===== src/rtl/usr_deser.sv =====
// -----------------------------------------------------------------------------
// usr_deser
// Serial-to-parallel receiver for the bit stream shifted out of a universal
// shift register. Bits are taken one per strobe and assembled into WIDTH-bit
// words in either order; finished words are parked in a single-entry output
// register with a valid/ready handshake and a sticky overrun flag.
//
// Ports
//   clk      in   rising-edge clock
//   reset    in   asynchronous, active-low; clears all state
//   sin      in   serial data bit
//   sen      in   bit strobe; sin is sampled when high
//   dir      in   word bit order: 0 = LSB first, 1 = MSB first
//                 (sampled on the first bit of each word only)
//   abort    in   synchronous; drops the partially assembled word
//   dready   in   downstream accepts dout while dvalid is high
//   ovr_clr  in   synchronous clear of overrun
//   dout     out  last completed word
//   dvalid   out  dout holds an unconsumed word
//   overrun  out  sticky; a completed word was dropped
//   bitcnt   out  bits already received in the current word
// -----------------------------------------------------------------------------
module usr_deser #(
  parameter int WIDTH = 4,
  localparam int CW = $clog2(WIDTH + 1)
) (
  input  logic             clk,
  input  logic             reset,
  input  logic             sin,
  input  logic             sen,
  input  logic             dir,
  input  logic             abort,
  input  logic             dready,
  input  logic             ovr_clr,
  output logic [WIDTH-1:0] dout,
  output logic             dvalid,
  output logic             overrun,
  output logic [CW-1:0]    bitcnt
);

  logic [WIDTH-1:0] sh_reg, sh_next;
  logic [CW-1:0]    bitcnt_reg, bitcnt_next;
  logic             dir_q_reg, dir_q_next;
  logic [WIDTH-1:0] dout_reg, dout_next;
  logic             dvalid_reg, dvalid_next;
  logic             overrun_reg, overrun_next;

  // Both candidate shift results, built bit by bit.
  //   shr_word: LSB-first stream, new bit enters at the top and moves down.
  //   shl_word: MSB-first stream, new bit enters at the bottom and moves up.
  logic [WIDTH-1:0] shr_word;
  logic [WIDTH-1:0] shl_word;

  genvar gi;
  generate
    for (gi = 0; gi < WIDTH; gi++) begin : g_shift
      if (gi == WIDTH - 1) begin : g_shr_top
        assign shr_word[gi] = sin;
      end else begin : g_shr_mid
        assign shr_word[gi] = sh_reg[gi+1];
      end
      if (gi == 0) begin : g_shl_bot
        assign shl_word[gi] = sin;
      end else begin : g_shl_mid
        assign shl_word[gi] = sh_reg[gi-1];
      end
    end
  endgenerate

  logic             first_bit;
  logic             eff_dir;
  logic             accept;
  logic             complete;
  logic [WIDTH-1:0] word;

  always_comb begin
    first_bit = (bitcnt_reg == '0);
    // The first bit of a word uses the live dir; later bits use the latched one
    // so a mid-word change of dir cannot scramble the word.
    eff_dir   = first_bit ? dir : dir_q_reg;
    accept    = sen && !abort;
    complete  = accept && (bitcnt_reg == CW'(WIDTH - 1));
    word      = eff_dir ? shl_word : shr_word;
  end

  always_comb begin
    sh_next      = sh_reg;
    bitcnt_next  = bitcnt_reg;
    dir_q_next   = dir_q_reg;
    dout_next    = dout_reg;
    dvalid_next  = dvalid_reg;
    overrun_next = overrun_reg && !ovr_clr;

    // Assembly side
    if (abort) begin
      sh_next     = '0;
      bitcnt_next = '0;
    end else if (sen) begin
      sh_next     = word;
      bitcnt_next = complete ? '0 : bitcnt_reg + CW'(1);
      if (first_bit) begin
        dir_q_next = dir;
      end
    end

    // Output buffer: a transfer in the same cycle frees the slot for the new word
    if (complete) begin
      if (!dvalid_reg || dready) begin
        dout_next   = word;
        dvalid_next = 1'b1;
      end else begin
        overrun_next = 1'b1;  // set beats a simultaneous ovr_clr
      end
    end else if (dvalid_reg && dready) begin
      dvalid_next = 1'b0;
    end
  end

  always_ff @(posedge clk or negedge reset) begin
    if (!reset) begin
      sh_reg      <= '0;
      bitcnt_reg  <= '0;
      dir_q_reg   <= 1'b0;
      dout_reg    <= '0;
      dvalid_reg  <= 1'b0;
      overrun_reg <= 1'b0;
    end else begin
      sh_reg      <= sh_next;
      bitcnt_reg  <= bitcnt_next;
      dir_q_reg   <= dir_q_next;
      dout_reg    <= dout_next;
      dvalid_reg  <= dvalid_next;
      overrun_reg <= overrun_next;
    end
  end

  assign dout    = dout_reg;
  assign dvalid  = dvalid_reg;
  assign overrun = overrun_reg;
  assign bitcnt  = bitcnt_reg;

endmodule


===== config.mk =====
export PLATFORM = sky130hd
export DESIGN_NAME = usr_deser
export DESIGN_NICKNAME = d
export VERILOG_FILES = /design/src/rtl/usr_deser.sv
export SDC_FILE = /design/constraint.sdc
export NUM_CORES = 1
export LEC_CHECK = 0
export BUFFER_PORTS_ARGS = -buffer_cell sky130_fd_sc_hd__buf_2
export CORE_MARGIN = 10
export CORE_UTILIZATION = 30
export DETAILED_ROUTE_END_ITERATION = 12
export GPL_ROUTABILITY_DRIVEN = 1
export PLACE_DENSITY = 0.52
export SLEW_MARGIN = 20
export SYNTH_ARGS = -nofsm -noshare
export SYNTH_HDL_FRONTEND = slang
export SYNTH_SLANG_ARGS = --single-unit

===== constraint.sdc =====
create_clock -name clk -period 2.55 [get_ports clk]
set_clock_uncertainty 0.1 [all_clocks]
set_input_delay 0.255 -clock clk [delete_from_list [all_inputs] [get_ports clk]]
set_output_delay 0.255 -clock clk [all_outputs]
set_load 0.01 [all_outputs]

-- Yosys cells after proc, flatten, opt, wreduce, memory -nomap -nowiden
Cells that the tools add are included.
- add/subtract/negate cells: 1
- equality and inequality tests: 2
- multiplexer cells: 12
- bitwise gates (word level): 1
- reductions and logical operators: 14
- operator list (kind ; number):
    two-way mux 4 bit ; 3
    two-way mux 3 bit ; 3
    two-way mux 1 bit ; 6
    AND reduction 2 bit ; 3
    logical AND 1 bit ; 4
    nonzero test 2 bit ; 2
    adder 3 x 1 -> 3 bit, second input constant ; 1
    == test 3 x 2 -> 1 bit, second input constant ; 1
    zero test 1 bit ; 3
    zero test 3 bit ; 1
    != test 2 x 1 -> 1 bit, second input constant ; 1
    logical OR 1 bit ; 1
    NOT 1 bit ; 1
- register bits: 14
- output and inout port bits: 9
- word-level logic and storage cells: 36

-- Depth between registers and ports, before layout
- depth in word-level cells: 6
- mapped depth: 5

-- Least setup slack after synthesis
No wires, ideal clock.
- path kind: register to register
- from: reg bitcnt_reg[0] (netlist: bitcnt[0])
- to: reg sh_reg[0]
- arrival time: 1.228 ns
- slack: 1.084 ns
- stages on the path, launching flop included: 6
- clock period less this slack: 1.466 ns
- path through: dfrtp_1 -> inv_1 -> ha_1 -> and2b_2 -> a31oi_1 -> a311oi_1
- cells in the longest elaborated chain, start to end: 5
- ends and longest elaborated chain (item ; line ; RTL):
    from (decl) ; 42 ; logic [CW-1:0] bitcnt_reg, bitcnt_next;
    from (signal assigned) ; 129 ; bitcnt_reg <= bitcnt_next;
    zero test 3 bit ; 77 ; first_bit = (bitcnt_reg == '0);
    two-way mux 1 bit ; n/a ;
    two-way mux 4 bit ; 83 ; word = eff_dir ? shl_word : shr_word;
    two-way mux 4 bit ; 98 ; end else if (sen) begin
    two-way mux 4 bit ; 95 ; if (abort) begin
    to (signal assigned) ; 128 ; sh_reg <= sh_next;
    to (decl) ; 41 ; logic [WIDTH-1:0] sh_reg, sh_next;
Every way passes these cells. The select of a mux whose other input is x is not followed.
A chain may end at the register's enable or synchronous reset.

-- Worst setup path in the final report
Same ends and word-level chain as after synthesis.

==> metrics.yaml <==
outcome:
  status: "complete, no violations"
run:
  maxCapViolCount: 0
placement:
  place_ws_ns: 0.992
  io_buffers: 16
  hpwlAfterDp_um: 1350
  place.gp.congestion: 0.793
worst_hold_path:
  hp-start: "ovr_clr"
  hold_class: "input pin to flop"
synth:
  syn_inst: 77
  synth_fp_nets: 87
  ys_async_sr_fraction: 1.00
  yosys.area.top_type_share: 0.453
  yosys_warnings: 0
  synth_edf_count: 0
  yosysUniqueCellTypes: 22
  yosys-top-cells-area: "dfrtp_1 (45%), and4bb_2 (8.1%), a31oi_1 (6.5%)"
  syn_area_per_cell_um2: 10.0
  yosys_register_bits: 14
  synth_ff_type: "dfrtp_1"
  yosys.area.top_type: "dfrtp_1"
  ys_seq_area_frac: 0.453
  netlist_area_um2: 773
worst_setup_path:
  critPathTopFamily: "flip-flops"
  crit_arrival_ns: 1.64
  end_kind: "flop"
  path_buf_inv: 1
  cp_slowest_cell: "dfrtp_1"
  worstSetupStartpoint: "bitcnt[0]"
  cp_max_fo: 7
  crit_path_max_incr_delay_ns: 0.40
  crit_path_cell_trace: "inv_1 -> ha_1 -> and2b_2 -> a31oi_1 -> a311oi_1"
  crit_type: "flop to flop"
  critPathRequiredTime_ns: 2.60
  crit_path_start_kind: "flop"
  r2r-start: "bitcnt[0]"
sta:
  fmax_mhz: 628
  maxSlewViolCount: 0
  tightest_slew_ns: 0.334
  fin_crit_sh: 0.624
  slew_headroom: 0.777
  finalCriticalPeriod_ns: 1.59
  finalSetupViolCount: 0
  hold_viol: 0
  worst_slack_ns: 0.958
  rsz0062_at_grt: "no"
  fin_tns_setup_ns: 0
clocking:
  clockBufferDepth: 2
  htree_levels: 1
  clock-sinks: 14
  cts_buffers: 3
  path_clk_slew_ns: 0.09
  root_buffer: "clkbuf_4"
  cts_tree: "yes"
  clk_latency_ns: 0.28
  cts_setup_buffers: 0
die:
  dieArea_um2: 5010
  rows: 18
  pin_count: 17
  die_w_um: 70.8
  start_util: 0.312
  fp.dieH_um: 70.8
  core_area_um2: 2480
global_routing:
  grt_max_degree: 16
  grt_pass1_wl_um: 3150
  grt_pass1_vias: 695
  overflow: 0
  grtUsageMet3: 0.0153
  grt_use_met1: 0.0829
  met2_usage: 0.122
  busiest_layer: "met2"
  antenna_found_initial: 0
  track_usage: 0.0747
route:
  num_vias: 642
  via_per_inst: 5.10
  ant_nets: 0
  drt_iter0_drc: 29
  drc: 0
  drt_pass1_iterations: 4
  routed_wl_um: 1790
  avgRoutedWirePerCell_um: 14.2
final_layout:
  fin_nets: 107
  fillers: 267
  diodes: 0
  drive_above_1_share: 0.302
  area_growth_pct: 19.6
power_and_ir_drop:
  p_leak_nw: 0.419
  ir_worst_vdd_mv: 0.203
  p_total_uw: 541
  powerDensity_nw_per_um2: 585
layout make-up:
cell class | instances | area [µm²] | area share
clock buffers | 4 | 36.3 | 0.0392
multi-input cells | 57 | 395 | 0.428
well taps | 30 | 37.5 | 0.0406
repair buffers | 17 | 90.1 | 0.0974
flip-flops and latches | 14 | 350 | 0.379
inverters | 4 | 15.0 | 0.0162
logic make-up (layout without fill, tap and decap cells):
group / Yosys count / after routing / share of synthesized area
flip-flops: 14 / 14 / 0.453
AND/OR/NAND/NOR: 30 / 30 / 0.272
buffers and inverters: 6 / 25 / 0.0356
AO/OA/AOI/OAI: 24 / 24 / 0.193
adder cells (fa/ha/maj): 2 / 2 / 0.0324
multiplexers: 1 / 1 / 0.0146
routing by layer:
metal / wire length [µm] / share of wire
met5: 0 / 0
met4: 58 / 0.032
met3: 75 / 0.042
met2: 826 / 0.46
met1: 824 / 0.46
what timing repair did:
action                                 in CTS  in global routing
hold buffers                                1                  0
gates resized for setup                     0                  0
endpoints found under the hold margin      14                  0
final timing paths:
check	end	slack (ns)	cells past startpoint
setup reg to reg	sh_reg[0]	0.96	5
min in group asynchronous	sh_reg[0]	0.30	2
hold reg to reg	overrun	0.44	2
max in group asynchronous	dout[0]	1.81	2
setup / recovery	sh_reg[0]	0.96	5
hold / removal	overrun	0.05	2
per-stage QoR:
stage | cells | hold WS (ns) | util | area [µm²]
after floorplan | 77 | -0.141 | - | 773
after global placement | 121 | 0.0739 | 0.355 | 878
after detailed placement | 121 | 0.0766 | 0.355 | 878
after CTS | 126 | 0.0464 | 0.373 | 925
after global routing | 126 | 0.0542 | 0.373 | 925
final | 126 | 0.0502 | 0.373 | 925
cells in the mapped netlist (2+ instances only):
cell type	instances
a311oi_1	4
and2_1	4
a21oi_1	6
nand2b_1	5
o21ai_0	4
nand3_1	2
a31oi_1	8
inv_1	4
nor2b_1	4
nand2_1	3
dfrtp_1	14
ha_1	2
and4bb_2	5
nor2_1	4
worst reg2reg max path, stage by stage (launching register included):
cell,delay (ns)
dfrtp_1,0.40
inv_1,0.07
ha_1,0.26
and2b_2,0.24
a31oi_1,0.25
a311oi_1,0.14
report_power, final:
group | switching, mW | internal, mW | total, mW | leakage (nW)
registers | 0.0213 | 0.247 | 0.268 | 0.186
clock network | 0.0755 | 0.0869 | 0.162 | 0.0210
logic | 0.0597 | 0.0501 | 0.110 | 0.212
total | 0.156 | 0.384 | 0.541 | 0.419
layout by cell type, fill, tap and decap left out:
master | Yosys | layout
buf_2 | 1 | 16
dfrtp_1 | 14 | 14
a31oi_1 | 8 | 8
a21oi_1 | 6 | 6
nand2b_1 | 5 | 5
and4bb_2 | 5 | 5
inv_1 | 4 | 4
nor2b_1 | 4 | 4
and2_1 | 4 | 4
o21ai_0 | 4 | 4
nor2_1 | 4 | 4
a311oi_1 | 4 | 4
nand2_1 | 3 | 3
clkbuf_4 | 0 | 3
nand3_1 | 2 | 2
ha_1 | 2 | 2
nor3b_2 | 1 | 1
o22ai_1 | 1 | 1
and2_4 | 1 | 1
and2b_2 | 1 | 1
a211oi_1 | 1 | 1
mux2_2 | 1 | 1
clkbuf_8 | 0 | 1
dlygate4sd3_1 | 0 | 1
(Power assumes the default switching activity.)
